$ cat config.mk
export PLATFORM = sky130hd
export DESIGN_NAME = jt51_interpol_sched
export DESIGN_NICKNAME = d
export VERILOG_FILES = /design/src/rtl/jt51_pkg.sv /design/src/rtl/jt51_hold_reg.sv /design/src/rtl/jt51_interpol_sched.sv
export SDC_FILE = /design/constraint.sdc
export NUM_CORES = 1
export LEC_CHECK = 0
export BUFFER_PORTS_ARGS = -buffer_cell sky130_fd_sc_hd__buf_4
export CAP_MARGIN = 30
export CORE_MARGIN = 1.5
export CORE_UTILIZATION = 40
export DETAILED_ROUTE_END_ITERATION = 10
export PLACE_DENSITY = 0.72
export REMOVE_ABC_BUFFERS = 1
export SYNTH_ARGS = -nofsm -noshare
export SYNTH_HDL_FRONTEND = slang
export SYNTH_SLANG_ARGS = --single-unit
$ cat constraint.sdc
create_clock -name clk -period 2.1 [get_ports clk]
set_input_delay 0.21 -clock clk [delete_from_list [all_inputs] [get_ports clk]]
set_output_delay 0.21 -clock clk [all_outputs]
set_load 0.1 [all_outputs]
$ cat src/rtl/jt51_pkg.sv
// Shared definitions for the JT51 interpolation scheduler.
//   W_DEF   : default sample width
//   clog2   : bit width needed to count 0..value-1 (never below 1)
//   quarter : FIR4 strobe spacing, (DIV+1)/4 clocks
//   div_ok  : true when a slot of DIV+1 clocks splits into four equal parts
package jt51_pkg;

    localparam int W_DEF = 16;

    function automatic int clog2(input int value);
        int r;
        int v;
        r = 0;
        v = value - 1;
        while (v > 0) begin
            r = r + 1;
            v = v >> 1;
        end
        return (r < 1) ? 1 : r;
    endfunction

    function automatic int quarter(input int div);
        return (div + 1) / 4;
    endfunction

    function automatic bit div_ok(input int div);
        return ((div + 1) % 4) == 0;
    endfunction

endpackage

$ cat src/rtl/jt51_hold_reg.sv
// One-entry valid/ready holding register with a consume port.
// Ports:
//   clk, rst        : clock, synchronous active-high reset
//   valid, ready    : producer handshake, a word moves on valid && ready
//   in_l, in_r      : offered left/right sample
//   consume         : slot event taking the held word this cycle
//   clr_flags       : clears the sticky flags (a same-cycle set wins)
//   data_l, data_r  : register contents; after a consume they keep the
//                     last consumed word until the next load
//   underrun        : sticky, consume seen while empty
//   overrun         : sticky, offer seen while full and not being consumed
// Handshake: ready is !full and depends only on registered state, so the
// producer may hold valid high combinationally against it without a loop.
module jt51_hold_reg
    import jt51_pkg::*;
#(
    parameter int W = W_DEF
) (
    input  logic         clk,
    input  logic         rst,
    input  logic         valid,
    output logic         ready,
    input  logic [W-1:0] in_l,
    input  logic [W-1:0] in_r,
    input  logic         consume,
    input  logic         clr_flags,
    output logic [W-1:0] data_l,
    output logic [W-1:0] data_r,
    output logic         underrun,
    output logic         overrun
);

    logic full;
    logic accept;

    assign ready  = !full;
    assign accept = valid && !full;

    always_ff @(posedge clk) begin
        if (rst) begin
            full     <= 1'b0;
            data_l   <= '0;
            data_r   <= '0;
            underrun <= 1'b0;
            overrun  <= 1'b0;
        end else begin
            // A load into an empty register beats a same-cycle consume: the
            // consumer sees the old contents and the new word stays held.
            if (accept) begin
                full   <= 1'b1;
                data_l <= in_l;
                data_r <= in_r;
            end else if (consume) begin
                full <= 1'b0;
            end

            if (consume && !full) underrun <= 1'b1;
            else if (clr_flags)   underrun <= 1'b0;

            // An offer that meets a draining register is silently refused;
            // ready reopens on the next cycle.
            if (valid && full && !consume) overrun <= 1'b1;
            else if (clr_flags)            overrun <= 1'b0;
        end
    end

endmodule

$ cat src/rtl/jt51_interpol_sched.sv
// Sequencer/arbiter in front of the JT51 FIR8 -> FIR4 interpolation chain.
// Two sources share the FIR8 input: src A (FM core) feeds phase 0 and src B
// (PCM/ADPCM) feeds phase B_PHASE; every other phase is zero-stuffed.
// Ports:
//   clk, rst, en               : clock, sync active-high reset, run enable
//   a_valid/a_ready/a_l/a_r    : src A handshake and data
//   b_valid/b_ready/b_l/b_r    : src B handshake and data
//   fir_sample, fir_l, fir_r   : FIR8 strobe (once per slot) and held data
//   fir4_sample                : FIR4 strobe (four per slot)
//   phase                      : current slot phase 0..PHASES-1
//   a/b_underrun, a/b_overrun  : sticky error flags
//   clr_flags                  : clears all sticky flags
module jt51_interpol_sched
    import jt51_pkg::*;
#(
    parameter int DIV     = 111,
    parameter int PHASES  = 8,
    parameter int B_PHASE = 3,
    parameter int W       = W_DEF
) (
    input  logic                      clk,
    input  logic                      rst,
    input  logic                      en,
    input  logic                      a_valid,
    output logic                      a_ready,
    input  logic [W-1:0]              a_l,
    input  logic [W-1:0]              a_r,
    input  logic                      b_valid,
    output logic                      b_ready,
    input  logic [W-1:0]              b_l,
    input  logic [W-1:0]              b_r,
    output logic                      fir_sample,
    output logic [W-1:0]              fir_l,
    output logic [W-1:0]              fir_r,
    output logic                      fir4_sample,
    output logic [clog2(PHASES)-1:0]  phase,
    output logic                      a_underrun,
    output logic                      b_underrun,
    output logic                      a_overrun,
    output logic                      b_overrun,
    input  logic                      clr_flags
);

    localparam int PW = clog2(PHASES);
    localparam int CW = clog2(DIV + 1);
    localparam int Q  = quarter(DIV);

    localparam logic [CW-1:0] CNT_LAST = CW'(DIV);
    localparam logic [CW-1:0] CNT_Q1   = CW'(Q);
    localparam logic [CW-1:0] CNT_Q2   = CW'(2 * Q);
    localparam logic [CW-1:0] CNT_Q3   = CW'(3 * Q);
    localparam logic [PW-1:0] PH_LAST  = PW'(PHASES - 1);
    localparam logic [PW-1:0] PH_B     = PW'(B_PHASE);

    if (!div_ok(DIV)) begin : g_div_check
        $error("jt51_interpol_sched: DIV+1 must be a multiple of 4");
    end

    logic [CW-1:0] cnt;
    logic          slot;
    logic          q_tick;
    logic          consume_a;
    logic          consume_b;
    logic [W-1:0]  a_data_l, a_data_r;
    logic [W-1:0]  b_data_l, b_data_r;
    logic [W-1:0]  sel_l, sel_r;

    assign slot      = en && (cnt == CNT_LAST);
    assign q_tick    = en && ((cnt == '0) || (cnt == CNT_Q1) ||
                              (cnt == CNT_Q2) || (cnt == CNT_Q3));
    assign consume_a = slot && (phase == '0);
    assign consume_b = slot && (phase == PH_B);

    jt51_hold_reg #(.W(W)) u_hold_a (
        .clk       (clk),
        .rst       (rst),
        .valid     (a_valid),
        .ready     (a_ready),
        .in_l      (a_l),
        .in_r      (a_r),
        .consume   (consume_a),
        .clr_flags (clr_flags),
        .data_l    (a_data_l),
        .data_r    (a_data_r),
        .underrun  (a_underrun),
        .overrun   (a_overrun)
    );

    jt51_hold_reg #(.W(W)) u_hold_b (
        .clk       (clk),
        .rst       (rst),
        .valid     (b_valid),
        .ready     (b_ready),
        .in_l      (b_l),
        .in_r      (b_r),
        .consume   (consume_b),
        .clr_flags (clr_flags),
        .data_l    (b_data_l),
        .data_r    (b_data_r),
        .underrun  (b_underrun),
        .overrun   (b_overrun)
    );

    // Src A repeats its last consumed word when empty (the hold register
    // keeps it); src B falls back to silence. b_ready low means B is full.
    always_comb begin
        sel_l = '0;
        sel_r = '0;
        if (phase == '0) begin
            sel_l = a_data_l;
            sel_r = a_data_r;
        end else if (phase == PH_B && !b_ready) begin
            sel_l = b_data_l;
            sel_r = b_data_r;
        end
    end

    always_ff @(posedge clk) begin
        if (rst) begin
            cnt         <= '0;
            phase       <= '0;
            fir_sample  <= 1'b0;
            fir4_sample <= 1'b0;
            fir_l       <= '0;
            fir_r       <= '0;
        end else begin
            fir_sample  <= slot;
            fir4_sample <= q_tick;
            if (en) begin
                if (cnt == CNT_LAST) begin
                    cnt   <= '0;
                    phase <= (phase == PH_LAST) ? '0 : phase + 1'b1;
                end else begin
                    cnt <= cnt + 1'b1;
                end
            end
            if (slot) begin
                fir_l <= sel_l;
                fir_r <= sel_r;
            end
        end
    end

endmodule

==> load_flow_metrics.sql <==
INSERT INTO impl_metrics (metric_group, metric, value, unit) VALUES
('power', 'power_density', '909', 'nW/um^2'),
('global_route', 'first_global_vias', '4488', ''),
('layout', 'num-nets-final', '742', ''),
('route', 'routed-via-count', '4466', ''),
('global_route', 'globalRouteOverflowTotal', '0', ''),
('yosys', 'sequential_element_share_of_the_synthesized_area', '0.473', ''),
('worst_setup_path', 'cp_cell_sequence', 'ha_1 > and4_1 > buf_4 > a21oi_1 > a311oi_2', ''),
('route', 'post_drt_via_cell_ratio', '5.45', ''),
('yosys', 'synth.cell_area', '4820', 'sq um'),
('placement', 'numPlacedInstances', '789', ''),
('clocking', 'cts.repair_timing.setup_buffer_count', '0', ''),
('sta', 'final-max-slew-violation-count', '0', ''),
('route', 'route.antenna.remaining_nets', '0', ''),
('clocking', 'cts_buffer_depth', '2', ''),
('floorplan', 'design.portCount', '113', ''),
('worst_setup_path', 'worst_setup_path_start_kind', 'flop', ''),
('route', 'initialDrtViolationCount', '307', ''),
('sta', 'min_period_over_period', '0.858', ''),
('floorplan', 'coreArea', '11600', 'sq um'),
('floorplan', 'chipHeight', '113', 'um'),
('layout', 'fillers', '1051', ''),
('run', 'cap_viol_max_count', '0', ''),
('power', 'total_power', '5.78', 'mW'),
('layout', 'area_delta_synth_final', '31.9', '%'),
('clocking', 'cts-hold-fix-buffers', '0', ''),
('sta', 'fin_worst_hold_slack', '0.0505', 'ns'),
('global_route', 'groute.usage.overall', '0.216', ''),
('yosys', 'synthDominantCellAreaShare', '0.473', ''),
('min_path', 'worst_hold_path_type', 'in -> reg', ''),
('yosys', 'avgSynthCellArea', '8.40', 'sq um'),
('power', 'p_sw', '1.25', 'mW'),
('clocking', 'clk_pin_slew_worst_paths', '0.05', 'ns'),
('worst_setup_path', 'crit_path_top_delay_cell', 'sky130_fd_sc_hd__dfxtp_1', ''),
('yosys', 'synth_cells', '574', ''),
('worst_setup_path', 'worst_path_largest_cell_delay', '0.40', 'ns'),
('clocking', 'insertion_delay', '0.40', 'ns'),
('worst_setup_path', 'worstSetupEndpointType', 'flop', ''),
('layout', 'layout.cells.most_common_list', 'sky130_fd_sc_hd__nand2_1, sky130_fd_sc_hd__buf_4, sky130_fd_sc_hd__dfxtp_1', ''),
('layout', 'post_route_cell_area', '6360', 'sq um'),
('sta', 'final-hold-violation-count', '0', ''),
('route', 'routed_wl', '13.2', 'mm'),
('sta', 'timing.final.ws_setup', '0.298', 'ns'),
('sta', 'skew', '0.0101', 'ns'),
('yosys', 'synth_async_sr_flop_share', '0', ''),
('sta', 'fmax', '555', 'MHz'),
('placement', 'place.port_buffers', '112', ''),
('placement', 'gp_routability_congestion', '0.812', ''),
('floorplan', 'fp.dieW', '113', 'um'),
('sta', 'slew_headroom', '0.492', ''),
('floorplan', 'row_count', '39', ''),
('sta', 'timing.setup.tns', '0', 'ns'),
('layout', 'layout.cells.most_common', 'sky130_fd_sc_hd__nand2_1', ''),
('worst_setup_path', 'worst_ep_arrival_time', '2.11', 'ns'),
('sta', 'timing.final.crit_period', '1.80', 'ns'),
('route', 'drc_errors', '0', ''),
('power', 'p_int', '4.53', 'mW'),
('worst_setup_path', 'path_max_fanout', '17', ''),
('clocking', 'cts_htree_levels', '4', ''),
('yosys', 'synth_seq_cells', '114', ''),
('run_status', 'outcome', 'finished clean', ''),
('layout', 'ant_diodes', '0', ''),
('power', 'power.share.clock', '0.531', ''),
('route', 'drt_pre_antenna_iters', '4', ''),
('yosys', 'yosys_warnings', '0', ''),
('yosys', 'yosys_most_used_dff', 'sky130_fd_sc_hd__dfxtp_1', ''),
('sta', 'worst-slew-pin-transition', '0.760', 'ns'),
('power', 'swShare', '0.216', ''),
('power', 'worst_ir_drop_on_vdd', '0.700', 'mV'),
('route', 'avgRoutedWirePerCell', '16.0', 'um'),
('placement', 'hpwlAfterDp', '9.04', 'mm'),
('clocking', 'cts_tree', 'done', '');
[metal layers]
| layer | track usage | wire length [um] | vias up |
|---|---|---|---|
| li1 | - | - | 2199 |
| met1 | 0.266 | 5600 | 2106 |
| met2 | 0.368 | 6500 | 141 |
| met3 | 0.0541 | 845 | 20 |
| met4 | 0.0776 | 207 | 0 |
| met5 | 0 | 0 | - |
[registers in the layout (all words and copies together), names as in the netlist]
signal	flops
fir_l	16
fir_r	16
u_hold_a.data_l	16
u_hold_a.data_r	16
u_hold_b.data_l	16
u_hold_b.data_r	16
cnt	7
phase	3
fir4_sample	1
fir_sample	1
u_hold_a.full	1
u_hold_a.overrun	1
u_hold_a.underrun	1
u_hold_b.full	1
u_hold_b.overrun	1
u_hold_b.underrun	1
[power groups by stage]
stage | Clock [mW] | Combinational, mW | Sequential [mW]
2_1_floorplan | 0 | 0.170 | 2.35
3_3_place_gp | 0 | 0.406 | 2.34
3_5_place_dp | 0 | 0.416 | 2.34
4_1_cts | 3.11 | 0.418 | 2.30
5_1_grt | 3.21 | 0.458 | 2.31
6_report | 3.07 | 0.413 | 2.30
[path summary, 6_finish.rpt]
path	startpoint	to	slack, ns	depth (start not counted)
setup / recovery	cnt[0]	fir_l[13]	0.30	5
hold / removal	b_r[5]	u_hold_b.data_r[5]	0.05	3
hold reg to reg	u_hold_b.data_r[9]	u_hold_b.data_r[9]	0.45	2
setup reg to reg	cnt[0]	fir_l[13]	0.30	5
[synth_stat cells, drive strengths merged, types with 2 or more instances]
master and count:
a211oi 4, nor2b 4, or3 2, dfxtp 114, nand3b 2, nand2b 4, inv 8, a21o 2
a311oi 35, a21oi 102, nand4 34, buf 37, ha 7, nand2 166, o21ai 5, nand4b 2
nor2 9, xor2 2, nand3 4, clkbuf 20
[kinds of logic (layout without fill, tap and decap cells)]
group           count (synthesis)  in the layout  synth area share
xor+xnor                        2              2           0.00363
mux                             1              1           0.00208
buf+inv                        65            168            0.0687
simple gates                  232            232             0.216
fa+ha+maj                       7              7            0.0182
compound gates                153            153             0.218
flops                         114            114             0.473
[critical path: cells and delay by family, from the launching register on]
kind	cells	cell delay (ns)
flops	1	0.40
simple gates	1	0.36
buf+inv	1	0.28
fa+ha+maj	1	0.26
compound gates	2	0.39
[area by class of cell]
class,instances,area [sq um],area share
flip-flops and latches,114,2280,0.359
inverters,8,30.0,0.00472
well taps,143,179,0.0281
clock buffers,20,447,0.0702
clock inverters,11,185,0.0291
repair buffers,129,1010,0.158
multi-input cells,395,2230,0.351
Power figures use the tool's default switching activity.
